<file path="src/rtl/video_win_gen.sv">
// Raster video pattern generator on an AXI4-Stream master: background, colour bars,
// or a ROM-backed image window fed from a small prefetch FIFO.
module video_win_gen #(
    parameter int DATAW      = 32,
    parameter int SCRW       = 1280,
    parameter int SCRH       = 720,
    parameter int WINW       = 300,
    parameter int WINH       = 370,
    parameter int ADDRW      = 17,
    parameter int FIFO_DEPTH = 16
) (
    input  logic               clk,
    input  logic               rst,
    input  logic               en,
    input  logic [1:0]         mode,
    input  logic [12:0]        win_x,
    input  logic [12:0]        win_y,
    input  logic [23:0]        bg_color,
    output logic [DATAW-1:0]   m_axis_tdata,
    output logic               m_axis_tvalid,
    input  logic               m_axis_tready,
    output logic               m_axis_tuser,
    output logic               m_axis_tlast,
    output logic [DATAW/8-1:0] m_axis_tkeep,
    output logic               bram_en_o,
    output logic [ADDRW-1:0]   bram_addr_o,
    input  logic [23:0]        bram_data_i,
    output logic               busy,
    output logic [15:0]        frame_cnt
);
    // state  | meaning
    // S_IDLE | not generating; waits for en
    // S_SOF  | frame start: latch mode/window/background, flush FIFO if entering mode 1
    // S_RUN  | loading pixels into the output register in raster order

    localparam int PTRW  = $clog2(FIFO_DEPTH);
    localparam int CNTW  = PTRW + 1;
    localparam int NPIX  = WINW * WINH;
    localparam int BAR_W = (SCRW / 8 > 0) ? SCRW / 8 : 1;
    localparam logic [12:0] MAX_WX = 13'(SCRW - WINW);
    localparam logic [12:0] MAX_WY = 13'(SCRH - WINH);

    typedef enum logic [1:0] {S_IDLE, S_SOF, S_RUN} state_t;
    state_t state;

    logic [1:0]  mode_l;
    logic [12:0] wx_l, wy_l, x, y;
    logic [23:0] bg_l;
    logic        last_pix_q;

    logic [23:0]     fifo_mem [FIFO_DEPTH];
    logic [PTRW-1:0] wr_ptr, rd_ptr;
    logic [CNTW-1:0] fifo_cnt;
    logic            rd_pend;

    logic [1:0]  mode_new;
    logic [12:0] wx_new, wy_new;
    logic [13:0] x14, y14, wx14, wy14;
    logic        in_win, fifo_empty, out_free, load, hs, x_last, y_last;
    logic        stop, switch1, flush, push, pop;
    logic [12:0] bar_q;
    logic [2:0]  bar_idx;
    logic [23:0] bar_color, pix;

    assign mode_new = (mode == 2'd3) ? 2'd0 : mode;
    assign wx_new   = (win_x > MAX_WX) ? MAX_WX : win_x;
    assign wy_new   = (win_y > MAX_WY) ? MAX_WY : win_y;

    assign x14  = {1'b0, x};
    assign y14  = {1'b0, y};
    assign wx14 = {1'b0, wx_l};
    assign wy14 = {1'b0, wy_l};
    assign in_win = (mode_l == 2'd1) && (x14 >= wx14) && (x14 < wx14 + 14'(WINW))
                    && (y14 >= wy14) && (y14 < wy14 + 14'(WINH));

    assign fifo_empty = (fifo_cnt == '0);
    assign out_free   = !m_axis_tvalid || m_axis_tready;
    assign hs         = m_axis_tvalid && m_axis_tready;
    // A window pixel with nothing in the FIFO holds the generator rather than underflowing.
    assign load       = (state == S_RUN) && out_free && !(in_win && fifo_empty);
    assign x_last     = (x == 13'(SCRW - 1));
    assign y_last     = (y == 13'(SCRH - 1));
    assign stop       = load && x_last && y_last && !en;
    assign switch1    = (state == S_SOF) && (mode_new == 2'd1) && (mode_l != 2'd1);
    assign flush      = stop || switch1;
    assign push       = rd_pend;
    assign pop        = load && in_win;

    assign bram_en_o  = (state != S_IDLE) && (mode_l == 2'd1)
                        && ((fifo_cnt + CNTW'(rd_pend)) < CNTW'(FIFO_DEPTH));

    assign bar_q   = x / 13'(BAR_W);
    assign bar_idx = (bar_q > 13'd7) ? 3'd7 : bar_q[2:0];

    always_comb begin
        bar_color = 24'h000000;
        case (bar_idx)
            3'd0: bar_color = 24'hFFFFFF;
            3'd1: bar_color = 24'hFFFF00;
            3'd2: bar_color = 24'h00FFFF;
            3'd3: bar_color = 24'h00FF00;
            3'd4: bar_color = 24'hFF00FF;
            3'd5: bar_color = 24'hFF0000;
            3'd6: bar_color = 24'h0000FF;
            default: bar_color = 24'h000000;
        endcase
    end

    always_comb begin
        pix = bg_l;
        case (mode_l)
            2'd1: pix = in_win ? fifo_mem[rd_ptr] : bg_l;
            2'd2: pix = bar_color;
            default: pix = bg_l;
        endcase
    end

    always_ff @(posedge clk or posedge rst) begin
        if (rst) begin
            state         <= S_IDLE;
            mode_l        <= 2'd0;
            wx_l          <= '0;
            wy_l          <= '0;
            bg_l          <= '0;
            x             <= '0;
            y             <= '0;
            m_axis_tdata  <= '0;
            m_axis_tvalid <= 1'b0;
            m_axis_tuser  <= 1'b0;
            m_axis_tlast  <= 1'b0;
            last_pix_q    <= 1'b0;
            frame_cnt     <= '0;
        end else begin
            case (state)
                S_IDLE: if (en) begin
                    state <= S_SOF;
                    x     <= '0;
                    y     <= '0;
                end
                S_SOF: begin
                    mode_l <= mode_new;
                    wx_l   <= wx_new;
                    wy_l   <= wy_new;
                    bg_l   <= bg_color;
                    state  <= S_RUN;
                end
                default: ;
            endcase

            if (load) begin
                m_axis_tdata  <= DATAW'(pix);
                m_axis_tvalid <= 1'b1;
                m_axis_tuser  <= (x == '0) && (y == '0);
                m_axis_tlast  <= x_last;
                last_pix_q    <= x_last && y_last;
                if (x_last) begin
                    x <= '0;
                    if (y_last) begin
                        y     <= '0;
                        state <= en ? S_SOF : S_IDLE;
                    end else begin
                        y <= y + 13'd1;
                    end
                end else begin
                    x <= x + 13'd1;
                end
            end else if (hs) begin
                m_axis_tvalid <= 1'b0;
            end

            if (hs && last_pix_q)
                frame_cnt <= frame_cnt + 16'd1;
        end
    end

    // Prefetch side: reads issued on bram_en_o land in the FIFO one cycle later.
    always_ff @(posedge clk or posedge rst) begin
        if (rst) begin
            wr_ptr      <= '0;
            rd_ptr      <= '0;
            fifo_cnt    <= '0;
            rd_pend     <= 1'b0;
            bram_addr_o <= '0;
        end else if (flush) begin
            wr_ptr      <= '0;
            rd_ptr      <= '0;
            fifo_cnt    <= '0;
            rd_pend     <= 1'b0;
            bram_addr_o <= '0;
        end else begin
            rd_pend <= bram_en_o;
            if (bram_en_o)
                bram_addr_o <= (bram_addr_o == ADDRW'(NPIX - 1)) ? '0 : bram_addr_o + ADDRW'(1);
            if (push)
                wr_ptr <= wr_ptr + PTRW'(1);
            if (pop)
                rd_ptr <= rd_ptr + PTRW'(1);
            fifo_cnt <= fifo_cnt + CNTW'(push) - CNTW'(pop);
        end
    end

    always_ff @(posedge clk) begin
        if (push && !flush)
            fifo_mem[wr_ptr] <= bram_data_i;
    end

    assign m_axis_tkeep = '1;
    assign busy         = (state != S_IDLE) || m_axis_tvalid;

endmodule

</file>
<file path="config.mk">
export PLATFORM = sky130hd
export DESIGN_NAME = video_win_gen
export DESIGN_NICKNAME = d
export VERILOG_FILES = /design/src/rtl/video_win_gen.sv
export SDC_FILE = /design/constraint.sdc
export NUM_CORES = 1
export LEC_CHECK = 0
export CAP_MARGIN = 20
export CORE_MARGIN = 5
export CORE_UTILIZATION = 45
export CTS_BUF_LIST = sky130_fd_sc_hd__clkbuf_2
export DETAILED_ROUTE_END_ITERATION = 10
export PLACE_DENSITY = 0.66
export SLEW_MARGIN = 10
export SYNTH_ARGS = -nofsm -noshare
export SYNTH_HDL_FRONTEND = slang
export SYNTH_SLANG_ARGS = --single-unit
</file>
<file path="constraint.sdc">
create_clock -name clk -period 5.6 [get_ports clk]
set_clock_uncertainty 0.05 [all_clocks]
set_input_delay 1.12 -clock clk [delete_from_list [all_inputs] [get_ports clk]]
set_output_delay 1.12 -clock clk [all_outputs]
set_load 0.01 [all_outputs]
</file>
After elaboration in Yosys (flattened, before gate mapping)
Memory sizes are Yosys's and may differ from the RTL's.
Index checks and enable logic that the tools add are counted.
{ "op_classes": {"add_sub_neg": 10, "div_mod_pow": 1, "order_cmp": 8, "eq_ne": 16, "mux": 35, "reduce_logical": 40} }
{ "op_table": {"columns": ["op", "n"], "rows": [
  ["24-bit case mux with 7 select lines", 1],
  ["13-bit 2-to-1 mux", 11],
  ["17-bit 2-to-1 mux", 3],
  ["24-bit case mux with 2 select lines", 1],
  ["13-bit by 9-bit adder with 14-bit output (second input constant)", 2],
  ["13-bit by 14-bit < comparator with 1-bit output", 2],
  ["13-bit by 1-bit adder with 13-bit output (second input constant)", 2],
  ["13-bit greater-or-equal comparator", 2],
  ["13-bit zero test", 2],
  ["24-bit 2-to-1 mux", 1],
  ["1-bit logical AND", 20],
  ["17-bit by 1-bit adder with 17-bit output (second input constant)", 1],
  ["17-bit equality test (second input constant)", 1],
  ["16-bit by 1-bit adder with 16-bit output (second input constant)", 1],
  ["4-bit 2-to-1 mux", 4],
  ["2-bit nonzero test", 7],
  ["13-bit by 8-bit divider with 13-bit output (second input constant)", 1],
  ["13-bit by 10-bit equality test with 1-bit output (second input constant)", 1],
  ["13-bit by 11-bit equality test with 1-bit output (second input constant)", 1],
  ["13-bit by 10-bit greater-than comparator with 1-bit output (second input constant)", 1],
  ["13-bit by 3-bit greater-than comparator with 1-bit output (second input constant)", 1],
  ["13-bit by 9-bit greater-than comparator with 1-bit output (second input constant)", 1],
  ["2-bit 2-to-1 mux", 5],
  ["3-bit equality test (second input constant)", 3],
  ["19 further kinds", 35]
]} }
{ "word_totals": {"ff_bits": 155, "ram_bits": 384, "inputBits": 80, "output_inout_bits": 74, "word_cells": 129, "n_memories": 1} }
{ "memory_table": {"columns": ["memory", "depth", "width", "rd", "rd_clocked_by_memory_dff", "wr", "line", "source"], "rows": [
  ["fifo_mem", 16, 24, 1, 0, 1, "51", "logic [23:0] fifo_mem [FIFO_DEPTH];"]
]} }

Logic depth before layout (Yosys ltp)
Gate-level depths: netlist (run 1).
{ "logic_depth": {"ltp_word": 16, "mapped_depth": 23, "ltp_nobuf": 22} }

Worst setup path before layout (run 1)
Ideal clock, no wire load.
{ "synth_timing": {"kind": "register to register", "startpoint": "register wx_l[2]", "endpoint": "memory fifo_mem[0][0], enable pin", "setup_time_ns": 0.435, "arrival_time_ns": 4.941, "required_ns": 5.115, "slack_ns": 0.174, "path_stages_with_launch": 20, "n_path_buf": 2, "synth_period_minus_slack_ns": 5.426, "cell_sequence": "dfrtp_1 > inv_1 > ha_1 > o21a_1 > or3_1 > nand2_1 > nand2_1 > xnor2_1 > ha_1 > nand2_1 > nor2_1 > a2111o_1 > a31oi_1 > o21ai_2 > nand4bb_1 > buf_2 > nand3_2 > o31ai_4 > buf_2 > nor3_1"} }
{ "synth_between": {"elab_chain_cells": 16, "word_cells_on_any_way": 18, "classes_between": "add/sub (1); order compare (2); mux (2); reduce/logical (13)"} }
{ "synth_lines": {"columns": ["element", "line", "source"], "rows": [
  ["from (decl)", "47", "logic [12:0] wx_l, wy_l, x, y;"],
  ["from (signal assigned)", "142", "wx_l <= wx_new;"],
  ["13-bit by 9-bit adder with 14-bit output or 13-bit greater-or-equal comparator (tied branches)", "73", "assign in_win = (mode_l == 2'd1) && (x14 >= wx14) && (x14 < wx14 + 14'(WINW))"],
  ["13-bit by 14-bit < comparator with 1-bit output or 1-bit logical AND (tied branches)", "73", null],
  ["1-bit logical AND *", "73", null],
  ["1-bit logical AND * (2 in series)", "74", "&& (y14 >= wy14) && (y14 < wy14 + 14'(WINH));"],
  ["1-bit logical AND *", "80", "assign load = (state == S_RUN) && out_free && !(in_win && fifo_empty);"],
  ["1-bit zero test *", "80", null],
  ["1-bit logical AND *", "80", null],
  ["1-bit logical AND * (3 in series)", "83", "assign stop = load && x_last && y_last && !en;"],
  ["1-bit logical OR *", "85", "assign flush = stop || switch1;"],
  ["1-bit zero test *", "203", "if (push && !flush)"],
  ["1-bit logical AND *", "203", null],
  ["1-bit 2-to-1 mux *", "203", null],
  ["1-bit 2-to-1 mux (implied by the code) *", "204", "fifo_mem[wr_ptr] <= bram_data_i;"],
  ["to (decl)", "51", null]
]} }
Mark *: on every way between the ends. The rest lies on a longest branch, timed or not.

Worst setup path in the final report (run 1)
{ "layout_timing": {"startpoint": "register rd_pend (netlist: push)", "endpoint": "output port bram_en_o"} }
{ "layout_between": {"elab_chain_cells": 3} }
{ "layout_lines": {"columns": ["element", "line", "source"], "rows": [
  ["from (decl)", "54", "logic rd_pend;"],
  ["from (signal assigned)", "191", "rd_pend <= bram_en_o;"],
  ["5-bit by 1-bit adder with 5-bit output", "90", "&& ((fifo_cnt + CNTW'(rd_pend)) < CNTW'(FIFO_DEPTH));"],
  ["5-bit < comparator", "90", null],
  ["1-bit logical AND", "90", null],
  ["to (decl)", "25", "output logic bram_en_o,"]
]} }
No other way between the ends.

==> results.cfg, run 1 <==
[power]
comb_power_share_pct = 11.0
clkPwrFrac_pct = 31.6
vdd_drop_max_uv = 164
internal_power_mw = 5.92
power_density_nw_per_um2 = 296
seqPwrFrac_pct = 57.3
swShare_pct = 27.8
power_switching_mw = 2.28
power_mw = 8.20
p_leak_nw = 10.1

[cells_and_area]
multi_input_area_um2 = 8230
drive_gt1_share_pct = 19.8
nets = 2078
most-common-layout-cells = 384 x edfxtp_1, 201 x clkbuf_2, 153 x dfrtp_1, 152 x nand2_1, 141 x clkdlybuf4s50_1
fillCellCount = 4526
layout_commonest_cell = edfxtp_1
ff_latch_area_um2 = 15400
synthToLayoutAreaGrowth_pct = 14.3

[floorplanning]
die-area_um2 = 58500
pin_count = 154
initial_core_util_pct = 45.2
die-height_um = 242
fp-row-count = 85
die_x_um = 242
core-area_um2 = 53500

[route]
drc_errors = 0
first_pass_iters = 5
drt_iter0_markers = 1394
drt.antenna.violating_nets = 0
vias = 15443
routedWlPerCell_um = 21.2
via_per_inst = 5.67
drt_wl_total_mm = 57.8

[clock_network]
hold_buffers = 0
path_clk_slew_ns = 0.08
cts_max_level = 4
cts_tree = done
cts_buffer_depth = 3
cts-resized-gates = 0
cts_num_sinks = 539
cts_buffers = 140
clkLatencyLatePin_ns = 1.24
root_buffer = clkbuf_2
post_cts_buffers = 0

[timing]
grt_setup_unrepaired = false
setup_viol = 0
max_slew_margin_pct = 36.9
whs_ns = 0.374
tightestPinTransition_ns = 0.946
fin_crit_ns = 5.03
fin_crit_sh_pct = 89.7
maxSlewViolCount = 0
fmax_mhz = 199
fin_setup_tns_ns = 0
hold_violations = 0

[critical_path]
critPathCaptureType = primary output
critPathArrivalTime_ns = 3.86
crit_required_ns = 4.43
path_cells = ha_1 -> ha_1 -> nand3_1 -> xor2_1 -> nand3_1 -> buf_4 -> inv_1 -> clkdlybuf4s50_1
critical_path_cell_count = 8
reg2reg_depth = 19
cp-start-kind = flop
worst-path-buf-inv = 3
cp_slowest_cell = clkdlybuf4s50_1
crit_family = buffers and inverters
crit_type = flop to primary output
max_stage_delay_ns = 0.63
crit_fanout = 16

[global_routing]
overflow = 0
grt_max_degree = 85
grt_use_total_pct = 19.7
grt_pass1_wl_mm = 89.9
antenna_found_initial = 2
grt_pass1_vias = 15424

[outcome]
status = complete, no violations

[synth]
synth-seq-area-share_pct = 63.7
synth-edff-count = 384
avgSynthCellArea_um2 = 14.3
syn_inst = 1691
async_reset_ff_share_pct = 28.8
yosysUniqueCellTypes = 79
synthFlopType = edfxtp_1
ys_seq_elements = 539
yosys_warnings = 0
synthesis.area_um2 = 24200

[placed_design]
dpl.hpwl_mm = 38.7
place.port_buffers = 141
gp_congestion = 0.867

[min_path]
hold_path.class = input pin to asynchronous set/reset pin

[flow_run]
maxCapViolations = 0
## cell usage after synthesis, types with 5 or more instances
cell / number / area (um^2)
nor2_1: 101 / 379
nor3b_1: 10 / 75.1
nor3_1: 32 / 160
o21ai_0: 55 / 275
nand3_1: 54 / 270
mux4_2: 93 / 2090
inv_1: 51 / 191
a21oi_1: 76 / 380
nand2b_1: 17 / 106
buf_4: 19 / 143
o21a_1: 9 / 67.6
a211oi_1: 9 / 67.6
or2_2: 9 / 56.3
and3_1: 15 / 93.8
a221oi_1: 8 / 70.1
edfxtp_1: 384 / 11500
a21o_1: 12 / 90.1
and4_1: 7 / 61.3
o22ai_1: 12 / 75.1
clkbuf_1: 40 / 150
nor4_1: 15 / 93.8
xor2_1: 20 / 175
a31oi_1: 11 / 68.8
xnor2_1: 35 / 307
a311oi_1: 7 / 61.3
o221ai_1: 20 / 175
nor2b_1: 6 / 37.5
dfrtp_1: 155 / 3880
mux2i_1: 41 / 410
mux2_1: 9 / 101
nand4_1: 16 / 100
nand3b_1: 5 / 37.5
a21oi_2: 5 / 43.8
nand2_1: 152 / 571
a211o_1: 5 / 43.8
buf_2: 27 / 135
ha_1: 68 / 851
or3_1: 15 / 93.8
## state kept, by name, indices dropped and copies added, names as in the netlist
register       count
last_pix_q         1
m_axis_tdata      24
state              2
wr_ptr             4
fifo_cnt           5
y                 13
m_axis_tuser       1
rd_ptr             4
bg_l              24
m_axis_tvalid      1
frame_cnt         16
mode_l             2
wy_l              13
fifo_mem         384
wx_l              13
m_axis_tlast       1
x                 13
bram_addr_o       17
push               1
## power groups by stage
stage	clock network, mW	registers [mW]	logic (mW)
after floorplan	0	4.75	0.479
after global routing	2.92	4.73	1.00
after global placement	0	4.78	0.886
after detailed placement	0	4.79	0.905
after CTS	2.70	4.70	0.912
final	2.59	4.70	0.903
## worst register-to-register path, delay by kind of cell (launching register included)
| family | cells | cell delay (ns) |
|---|---|---|
| adder cells (fa/ha/maj) | 2 | 0.52 |
| AO/OA/AOI/OAI | 5 | 1.18 |
| XOR/XNOR | 1 | 0.14 |
| AND/OR/NAND/NOR | 8 | 1.48 |
| flip-flops | 1 | 0.39 |
| buffers and inverters | 3 | 0.68 |
## path summary, 6_finish.rpt
check	slack (ns)	startpoint	endpoint
setup / recovery	0.57	push	bram_en_o
hold / removal	0.37	rst	wy_l[7]
setup reg to reg	0.84	wx_l[2]	fifo_mem[11][12]
hold reg to reg	0.43	frame_cnt[15]	frame_cnt[15]
max in group asynchronous	4.13	rst	frame_cnt[10]
min in group clk	0.42	bg_color[16]	bg_l[16]
## layer usage
| layer | vias to the layer above | GRT usage (%) | wire [um] |
|---|---|---|---|
| li1 | 7014 | - | - |
| met2 | 547 | 29.1 | 26500 |
| met4 | 0 | 6.66 | 1090 |
| met5 | - | 0 | 0 |
| met3 | 87 | 5.59 | 4360 |
| met1 | 7795 | 28.3 | 25800 |
## logic make-up after synthesis
family	after synthesis	share of synthesized area [%]
compound gates	264	7.40
simple gates	471	9.54
fa+ha+maj	68	3.52
xor+xnor	55	1.99
mux	148	11.0
buf+inv	144	2.79
flops	539	63.7
other cells	2	0.0310
## per-stage QoR
| step | cell area (um^2) | util, % | std cells | setup WS (ns) |
|---|---|---|---|---|
| after floorplan | 24200 | - | 1701 | 0.174 |
| after global placement | 26400 | 49.4 | 2484 | 0.961 |
| after detailed placement | 26400 | 49.4 | 2484 | 0.852 |
| after CTS | 27700 | 51.7 | 2722 | 0.361 |
| after global routing | 27700 | 51.7 | 2724 | 0.193 |
| final | 27700 | 51.7 | 2725 | 0.574 |
## final cells by class
cell class              instances  share of cell area [%]
repair buffers                177                    6.21
clock inverters                37                   0.737
multi-input cells            1018                    29.7
well taps                     696                    3.15
flip-flops and latches        539                    55.7
diodes                          3                  0.0271
inverters                      54                   0.760
clock buffers                 201                    3.64
Note: power is estimated with default switching activity, not from simulation.
==> inputs of run 2 (changes only) <==
--- a/config.mk
+++ b/config.mk
@@ -5,7 +5,6 @@
 export SDC_FILE = /design/constraint.sdc
 export NUM_CORES = 1
 export LEC_CHECK = 0
-export CAP_MARGIN = 20
 export CORE_MARGIN = 5
 export CORE_UTILIZATION = 45
 export CTS_BUF_LIST = sky130_fd_sc_hd__clkbuf_2
==> results of run 2 <==
Final layout, timing and power as in run 1 (identical DEF).
